--- config.mk ---
export PLATFORM = sky130hd
export DESIGN_NAME = recursion_controller
export DESIGN_NICKNAME = d
export VERILOG_FILES = /design/src/rtl/recursion_controller.sv
export SDC_FILE = /design/constraint.sdc
export NUM_CORES = 1
export LEC_CHECK = 0
export BUFFER_PORTS_ARGS = -buffer_cell sky130_fd_sc_hd__buf_2
export CAP_MARGIN = 10
export CORE_MARGIN = 2
export CORE_UTILIZATION = 39
export CTS_CLUSTER_DIAMETER = 50
export CTS_CLUSTER_SIZE = 28
export DETAILED_ROUTE_END_ITERATION = 10
export GPL_TIMING_DRIVEN = 0
export MAX_ROUTING_LAYER = met4
export PLACE_DENSITY = 0.55
export SYNTH_ARGS = -nofsm -noshare
export SYNTH_HDL_FRONTEND = slang
export SYNTH_SLANG_ARGS = --single-unit
--- constraint.sdc ---
create_clock -name clk -period 4.49 [get_ports clk]
set_clock_uncertainty 0.2 [all_clocks]
set_input_delay 0.449 -clock clk [delete_from_list [all_inputs] [get_ports clk]]
set_output_delay 0.449 -clock clk [all_outputs]
set_load 0.005 [all_outputs]
--- src/rtl/recursion_controller.sv ---
// recursion_controller
//   Iterative evaluator of f(n) = f(n-2) + f(n-3), with f(0) = f(1) = f(2) = 1.
//   Hardware recursion is replaced by an explicit LIFO of pending arguments.
//   The controller pops an argument and tests it for the base case. A base case
//   adds one to the accumulator. Any other argument pushes n-2 and then n-3.
//   The final accumulator value is the count of base-case leaves, which is f(n).
//
// Parameters
//   SIZE   width of the argument n and of each stack entry
//   RW     width of the result accumulator (wraps modulo 2^RW)
//   DEPTH  number of stack entries, must be >= 2
//
// Ports
//   clk     rising-edge clock
//   rst     synchronous, active-high reset
//   start   request, sampled only in IDLE
//   n       argument, latched on the accepted start
//   result  f(n), valid while done=1 and held until the next completion
//   done    one-cycle completion pulse
//   busy    high in every state except IDLE
//   err     stack overflow flag, set with done, cleared by the next accepted start
module recursion_controller #(
    parameter int unsigned SIZE  = 4,
    parameter int unsigned RW    = 16,
    parameter int unsigned DEPTH = 16
) (
    input  logic            clk,
    input  logic            rst,
    input  logic            start,
    input  logic [SIZE-1:0] n,
    output logic [RW-1:0]   result,
    output logic            done,
    output logic            busy,
    output logic            err
);

    // sp ranges over 0..DEPTH, so it needs one more code than the address.
    localparam int unsigned SPW = $clog2(DEPTH + 1);
    localparam int unsigned AW  = (DEPTH > 1) ? $clog2(DEPTH) : 1;

    typedef enum logic [2:0] {
        IDLE,
        EVAL,
        CHECK,
        PUSH_A,
        PUSH_B,
        FIN
    } state_t;

    state_t          state;
    state_t          state_d;
    logic [SPW-1:0]  sp;
    logic [SPW-1:0]  sp_d;
    logic [SIZE-1:0] cur;
    logic [SIZE-1:0] cur_d;
    logic [RW-1:0]   acc;
    logic [RW-1:0]   acc_d;
    logic [RW-1:0]   result_d;
    logic            done_d;
    logic            busy_d;
    logic            err_d;

    logic            wr_en;
    logic [AW-1:0]   wr_addr;
    logic [SIZE-1:0] wr_data;
    logic [AW-1:0]   rd_addr;
    logic [SIZE-1:0] stack [DEPTH];

    // Top-of-stack address. This value is only used when sp > 0.
    assign rd_addr = AW'(sp - SPW'(1));

    // State register
    always_ff @(posedge clk) begin
        if (rst) begin
            state <= IDLE;
        end else begin
            state <= state_d;
        end
    end

    // Next state, datapath updates, and stack write request
    always_comb begin
        state_d  = state;
        sp_d     = sp;
        cur_d    = cur;
        acc_d    = acc;
        err_d    = err;
        result_d = result;
        wr_en    = 1'b0;
        wr_addr  = AW'(sp);
        wr_data  = cur;

        case (state)
            IDLE: begin
                if (start) begin
                    wr_en   = 1'b1;
                    wr_addr = '0;
                    wr_data = n;
                    sp_d    = SPW'(1);
                    acc_d   = '0;
                    err_d   = 1'b0;
                    state_d = EVAL;
                end
            end
            EVAL: begin
                if (sp == '0) begin
                    state_d = FIN;
                end else begin
                    cur_d   = stack[rd_addr];
                    sp_d    = sp - SPW'(1);
                    state_d = CHECK;
                end
            end
            CHECK: begin
                if (cur <= SIZE'(2)) begin
                    acc_d   = acc + RW'(1);
                    state_d = EVAL;
                end else begin
                    state_d = PUSH_A;
                end
            end
            PUSH_A: begin
                if (sp == SPW'(DEPTH)) begin
                    err_d   = 1'b1;
                    state_d = FIN;
                end else begin
                    wr_en   = 1'b1;
                    wr_data = cur - SIZE'(2);
                    sp_d    = sp + SPW'(1);
                    state_d = PUSH_B;
                end
            end
            PUSH_B: begin
                if (sp == SPW'(DEPTH)) begin
                    err_d   = 1'b1;
                    state_d = FIN;
                end else begin
                    wr_en   = 1'b1;
                    wr_data = cur - SIZE'(3);
                    sp_d    = sp + SPW'(1);
                    state_d = EVAL;
                end
            end
            FIN: begin
                state_d = IDLE;
            end
            default: begin
                state_d = IDLE;
            end
        endcase

        // The registered outputs track the state being entered, so done, err
        // and result line up with the FIN cycle itself.
        done_d = (state_d == FIN);
        busy_d = (state_d != IDLE);
        if (state_d == FIN) begin
            result_d = acc_d;
        end
    end

    // Datapath and output registers
    always_ff @(posedge clk) begin
        if (rst) begin
            sp     <= '0;
            cur    <= '0;
            acc    <= '0;
            result <= '0;
            done   <= 1'b0;
            busy   <= 1'b0;
            err    <= 1'b0;
        end else begin
            sp     <= sp_d;
            cur    <= cur_d;
            acc    <= acc_d;
            result <= result_d;
            done   <= done_d;
            busy   <= busy_d;
            err    <= err_d;
        end
    end

    // Argument stack as a flop array with no reset; sp alone defines which entries are live.
    always_ff @(posedge clk) begin
        if (!rst && wr_en) begin
            stack[wr_addr] <= wr_data;
        end
    end

endmodule

==> key figures, run 1 <==
Run status
  – Status: finished clean

Drt
  – WL/cell: 19.8 µm
  – Initial DRC count: 421
  – Post-DRT Antenna Nets: 0
  – DRC violations left: 0
  – Final WL: 14200 µm
  – Via density: 5.83
  – First drt pass iteration count: 5
  – Vias: 4185

Finish
  – Area of the multi-input gates: 2320 µm²
  – Share of cells above drive strength 1: 16.5%
  – Ant. Diodes: 0
  – Reg area: 2860 µm²
  – Nets@finish: 547
  – Area Growth Syn to Fin: 12.1%
  – Post-route cell area: 6060 µm²
  – Fillers: 1311
  – Final non-filler cell total: 718

GRT
  – Pin count of the biggest net entering global routing: 22
  – Antenna violations before repair: 0
  – Vias in the first global route: 3963
  – Congestion Overflow GR: 0
  – All-Layer GR Usage: 20.4%
  – First-pass GRT wire length: 22200 µm

Timing
  – Max_slew headroom: 40.1%
  – Hold slack: 0.277 ns
  – RSZ-0062 raised after global routing: false
  – Max frequency: 264 MHz
  – Final count of hold timing violations: 0
  – Tightest Pin Transition: 0.896 ns
  – Minimum clock period: 3.78 ns
  – Slew Viols, Final: 0
  – Crit share post-route: 84.3%
  – Final worst slack: 0.706 ns
  – Final setup violation count: 0

Placed design
  – Inst Count DP: 702
  – Gpl congestion: 0.914
  – Placed Area: 5770 µm²
  – Hpwl dp: 10200 µm
  – Pre-CTS setup slack: 0.754 ns
  – PortBufs: 24

Yosys
  – Asr flop ratio synth: 0%
  – Yosys warnings: 0
  – Cell variety after synth: 65
  – Synth area leaders: edfxtp_1 36%, dfxtp_1 17%, mux4_2 5.8%, nor2_1 4.2%, nand2_1 2.7%
  – #FFs+latches synth: 111
  – Area leader, netlist: edfxtp_1
  – Mapped Area: 5410 µm²
  – Top FF cell, synth: edfxtp_1
  – Synth Instances: 496
  – Sequential fraction of the synthesis area: 53.0%
  – Mapped Nets: 510
  – Yosys top cell area share: 35.6%
  – EDFF count, synth: 64
  – Syn avg cell area: 10.9 µm²

Power and ir drop
  – Leakage: 2.06 nW
  – Total Power: 4.05 mW
  – PD cells: 668 nW/µm²
  – Worst VDD drop: 0.262 mV

Clocking
  – Post-CTS Setup Inserts: 0
  – CTS Hold Bufs: 0
  – CTS HTree Levels: 3
  – Total CTS buffers: 9
  – Clock Path Buffers: 2
  – CTS Root Cell: clkbuf_16
  – Clock Sinks: 111
  – CTS tree: yes
  – Worst-skew pair later-pin latency: 0.36 ns
  – CTS clock-pin slew for the worst setup and hold paths: 0.07 ns
  – Post-CTS sizing: 0

Floorplanning
  – Core Region: 13700 µm²
  – Vert. Die Dim: 122 µm
  – I/O pin cnt: 26
  – Die W: 122 µm
  – Initial Utilization: 39.4%
  – Die area: 14800 µm²
  – FP Rows: 43

Critical path
  – R2R Setup Slk: 0.71 ns
  – Critical path type: flip-flop to flip-flop
  – Worst Setup Start Kind: flip-flop
  – Worst endpoint data arrival time: 3.66 ns
  – R2R Path Start: sp[0]
  – Crit path max fanout: 16
  – CP Capture Type: flip-flop
  – Worst Path Required: 4.37 ns
  – Worst reg2reg path endpoint: stack[3][1]
  – R2R cell count: 11

Worst hold path
  – Hold_sp: result[2]
  – Min-Delay Path Class: flip-flop to flip-flop
  – Hold-critical path depth: 2
  – Worst hold endpoint: result[2]

Run
  – Max-capacitance violation count: 0
-- routing by layer --
layer	up-vias	global-route usage [%]	share of wire, %
met5	-	-	0
met4	0	6.32	1.4
met3	21	3.32	5.6
met2	149	29.9	44
met1	2061	29.2	49
li1	1954	-	-
-- report_power, final --
part | total [mW] | switching (mW) | internal [mW] | leakage, nW
sequential | 1.42 | 0.0976 | 1.32 | 0.967
combinational | 1.83 | 1.15 | 0.679 | 0.950
clock | 0.800 | 0.405 | 0.395 | 0.140
total | 4.05 | 1.65 | 2.40 | 2.06
-- Yosys cell counts (4+ instances only) --
library cell,instances
edfxtp_1,64
nor2_1,61
dfxtp_1,47
nand2_1,39
o21ai_0,29
a21oi_1,26
clkbuf_1,20
a211oi_1,14
mux4_2,14
mux2i_1,13
buf_2,12
nor3_1,11
nand3_1,10
mux2_2,9
inv_1,8
ha_1,7
o22ai_1,7
a311oi_1,6
nand4_1,6
nor2b_1,6
a22oi_1,5
and2_1,5
nand2b_1,5
nor3b_1,5
a32oi_1,4
nor4_1,4
o21a_1,4
-- stage by stage --
step | util, % | setup TNS [ns]
global route | 44.2 | 0
detailed placement | 42.0 | 0
global placement | 41.9 | -4.13
finish | 44.2 | 0
floorplan | - | 0
CTS | 44.2 | 0
-- cell type report --
cell class	instances	share of cell area, %
plain buffers	38	3.10
flip-flops and latches	111	47.2
repair buffers	26	2.23
clock buffers	9	3.72
multi-input cells	339	38.4
well taps	180	3.72
inverters	8	0.496
clock inverters	7	1.14
-- registers in the layout (all words and copies together) (netlist names) --
register,count
err,1
busy,1
acc,16
done,1
state,3
result,16
sp,5
stack,64
cur,4
-- layout by cell type (no fill, tap or decap), types with 3 or more instances in the layout --
master / n
edfxtp_1: 64
nor2_1: 61
dfxtp_1: 47
nand2_1: 39
buf_2: 36
o21ai_0: 28
a21oi_1: 26
clkbuf_1: 20
a211oi_1: 14
mux4_2: 14
mux2i_1: 13
nor3_1: 11
nand3_1: 10
mux2_2: 9
clkbuf_16: 9
inv_1: 8
o22ai_1: 7
ha_1: 7
nor2b_1: 6
nand4_1: 6
a311oi_1: 6
a22oi_1: 5
nand2b_1: 5
nor3b_1: 5
and2_1: 5
buf_4: 4
o21a_1: 4
a32oi_1: 4
nor4_1: 4
inv_8: 4
buf_6: 3
nand3b_1: 3
and3_1: 3
a31oi_1: 3
a211o_1: 3
a221oi_1: 3
-- kinds of logic (layout without fill, tap and decap cells) --
kind of cell    count (synthesis)  after routing  synth area share (%)
mux                            37             37                  10.4
xor+xnor                        1              1                 0.162
flops                         111            111                  53.0
fa+ha+maj                       7              7                  1.62
simple gates                  172            172                  15.9
compound gates                122            122                  14.9
buf+inv                        46             88                  4.03
-- critical path, stage by stage (launching register included) --
cell,delay (ns)
dfxtp_1,0.31
buf_2,0.19
buf_4,0.23
buf_2,0.21
inv_1,0.12
ha_1,0.20
buf_2,0.25
nor4bb_1,0.56
nand2_1,0.11
a22oi_1,0.40
a222oi_1,0.21
inv_1,0.49
-- how the worst max path moves through the flow --
stage               cells after the start  start  slack, ns           to
detailed placement                     11  sp[0]       0.75  stack[1][1]
global route                           11  sp[0]       0.41  stack[2][1]
finish                                 11  sp[0]       0.71  stack[3][1]
CTS                                    11  sp[0]       0.73  stack[3][1]
floorplan                              11  sp[0]       1.21  stack[0][2]
global placement                       11  sp[0]      -0.26  stack[3][2]
No activity file was read; power rests on OpenSTA's default activity.
==> run 2: changes to the inputs <==
PLACE_DENSITY = 0.57   (was 0.55)
clock period = 3.38 ns   (was 4.49 ns; I/O delays follow)
==> run 2 against run 1 <==
Die area unchanged. Via count decreased by 1.7%. Sequential share of layout area decreased by 0.73 points. Cell count increased by 0.14%. Power increased by 34%. Register-to-register slack got worse by 0.51 ns. Clock power increased by 30%. First-iteration DRC count decreased by 3.6%. Worst setup slack got worse by 0.51 ns. Maximum frequency increased by 19%. Sequential power increased by 32%. Wire length decreased by 5.5%. Largest cell class unchanged.
==> key figures, run 2 (synthesis gave the netlist of run 1 again) <==
Timing
  – Final setup violation count: 0 (unchanged)
  – Max_slew headroom: 36.1% (-4.1 points)
  – Crit share post-route: 94.2% (+9.9 points)
  – Hold slack: 0.145 ns (-0.132 ns)
  – Max frequency: 314 MHz (+19%)
  – Tightest Pin Transition: 0.952 ns (+0.0557 ns)
  – Final count of hold timing violations: 0 (unchanged)
  – Final worst slack: 0.195 ns (-0.510 ns)
  – Slew Viols, Final: 0 (unchanged)
  – Minimum clock period: 3.18 ns (-0.600 ns)
  – Fin Setup TNS: 0 ns (unchanged)

Critical path
  – Most used cell, CP: buf_2
  – Crit path max fanout: 10 (-6)
  – Worst endpoint data arrival time: 3.04 ns (-0.62 ns)
  – R2R Path Start: sp[0]
  – Worst Path Required: 3.23 ns (-1.14 ns)
  – CP Cell Sequence: clkbuf_4 -> buf_6 -> buf_2 -> inv_1 -> ha_1 -> buf_2 -> nor4bb_4 -> nand2_1 -> a22oi_2 -> nand3b_1 -> buf_4 -> nor2_2
  – Critical path type: flip-flop to flip-flop
  – Worst reg2reg path endpoint: stack[2][0]
  – Crit. Startpoint: sp[0]
  – Worst Setup Start Kind: flip-flop
  – R2R cell count: 12 (+1)
  – Largest stage delay, worst path: 0.33 ns (-0.23 ns)
  – R2R Setup Slk: 0.20 ns (-0.51 ns)
  – Critical Path Sink: stack[2][0]
  – CP Capture Type: flip-flop
  – CP max-delay cell: dfxtp_1

Floorplanning
  – Initial Utilization: 39.4% (unchanged)
  – FP Rows: 43 (unchanged)
  – I/O pin cnt: 26 (unchanged)
  – Vert. Die Dim: 122 µm (unchanged)
  – Core Region: 13700 µm² (unchanged)
  – Die W: 122 µm (unchanged)
  – Die area: 14800 µm² (unchanged)

Drt
  – Vias: 4115 (-1.7%)
  – DRC violations left: 0 (unchanged)
  – First drt pass iteration count: 7 (+2)
  – Initial DRC count: 406 (-3.6%)
  – Final WL: 13400 µm (-5.5%)
  – WL/cell: 18.7 µm (-5.6%)
  – Post-DRT Antenna Nets: 0 (unchanged)
  – Via density: 5.72 (-1.8%)

Placed design
  – Gpl congestion: 0.933 (+2.1%)
  – Pre-CTS setup slack: -0.359 ns (-1.11 ns)
  – Placed Area: 5770 µm² (about the same)
  – PortBufs: 24 (unchanged)
  – Hpwl dp: 9850 µm (-3.8%)

Power and ir drop
  – Int Pwr: 3.26 mW (+36%)
  – Clock power frac: 19.1% (-0.7 points)
  – Worst VDD drop: 0.353 mV (+35%)
  – Reg power frac: 34.5% (-0.6 points)
  – Sw Share: 40.1% (-0.76 points)
  – Leakage: 2.08 nW (+1.1%)
  – Sw power: 2.18 mW (+32%)
  – Total Power: 5.44 mW (+34%)
  – PD cells: 884 nW/µm² (+32%)
  – Comb power frac: 46.4% (+1.2 points)

Finish
  – Area Growth Syn to Fin: 13.9%
  – Ant. Diodes: 0 (unchanged)
  – Commonest non-fill, non-tap cell in the layout: edfxtp_1
  – Nets@finish: 548 (+0.18%)
  – Post-route cell area: 6150 µm² (+1.6%)
  – Number of flip-flops in the largest register: 64 (unchanged)
  – Reg area: 2860 µm² (unchanged)
  – Commonest non-fill, non-tap cells in the layout: 64 x edfxtp_1, 60 x nor2_1, 47 x dfxtp_1
  – Fillers: 1270 (-3.1%)
  – Share of cells above drive strength 1: 18.6% (+2.0 points)
  – Biggest regs: stack x64, acc x16, result x16
  – Area of the multi-input gates: 2380 µm² (+2.4%)
  – Most flop-heavy register: stack

GRT
  – All-Layer GR Usage: 19.6% (-0.79 points)
  – First-pass GRT wire length: 21300 µm (-3.8%)
  – Vias in the first global route: 3871 (-2.3%)
  – Pin count of the biggest net entering global routing: 21 (-4.5%)
  – Antenna violations before repair: 0 (unchanged)
  – Congestion Overflow GR: 0 (unchanged)

Clocking
  – Total CTS buffers: 9 (unchanged)
  – CTS clock-pin slew for the worst setup and hold paths: 0.08 ns (about the same)
  – Clock Path Buffers: 2 (unchanged)
  – CTS HTree Levels: 3 (unchanged)
  – Worst-skew pair later-pin latency: 0.36 ns (about the same)
  – CTS Hold Bufs: 0 (unchanged)
  – CTS Root Cell: clkbuf_16
  – Clock Sinks: 111 (unchanged)
  – CTS tree: yes

Run
  – Max-capacitance violation count: 0 (unchanged)

Run status
  – Status: finished clean

Worst hold path
  – Min-Delay Path Class: input port to flip-flop
[run 2: worst max-delay path, delay by kind of cell, from the launching register on]
family	cells	cell delay (ns)
buffers and inverters	6	1.19
AND/OR/NAND/NOR	4	0.82
flip-flops	1	0.33
adder cells (fa/ha/maj)	1	0.23
AO/OA/AOI/OAI	1	0.10
[run 2: layout make-up]
type / instances / area share [%]
well taps: 180 / 3.66
plain buffers: 37 / 3.23
multi-input cells: 339 / 38.7
clock inverters: 6 / 0.996
flip-flops and latches: 111 / 46.5
inverters: 8 / 0.488
repair buffers: 28 / 2.70
clock buffers: 10 / 3.72
[run 2: how the worst min path moves through the flow]
stage,depth (start not counted),startpoint,endpoint,slack [ns]
floorplan,2,result[14],result[14],0.27
global placement,2,result[14],result[14],0.26
detailed placement,2,result[2],result[2],0.26
CTS,3,n[2],stack[11][2],0.22
global route,3,n[2],stack[8][2],0.17
finish,3,n[2],stack[11][2],0.15
[run 2: metrics by stage]
stage / cells / util [%]
2_1_floorplan: 496 / -
3_3_place_gp: 700 / 41.9
3_5_place_dp: 702 / 42.1
4_1_cts: 719 / 44.5
5_1_grt: 719 / 44.9
6_report: 719 / 44.9
[run 2: power groups by stage]
| stage | Clock (mW) | Combinational [mW] | Sequential (mW) |
|---|---|---|---|
| finish | 1.04 | 2.52 | 1.88 |
| global placement | 0 | 2.31 | 1.91 |
| CTS | 1.07 | 2.44 | 1.88 |
| floorplan | 0 | 1.67 | 1.88 |
| detailed placement | 0 | 2.37 | 1.91 |
| global route | 1.12 | 2.75 | 1.90 |
[run 2: layer usage]
metal | GRT usage, % | share of wire, % | vias to the layer above
li1 | - | - | 1955
met1 | 27.5 | 48 | 1997
met2 | 28.5 | 45 | 146
met3 | 4.31 | 5.6 | 17
met4 | 6.25 | 1.7 | 0
met5 | - | 0 | -
[run 2: timing repair]
action | 4_1_cts | 5_1_grt
hold endpoints to repair | 0 | 0
endpoints found under the setup margin | 53 | 97
buffers inserted | 1 | 1
pin swaps | 0 | 1
gates cloned | 0 | 0
gates resized for setup | 7 | 12
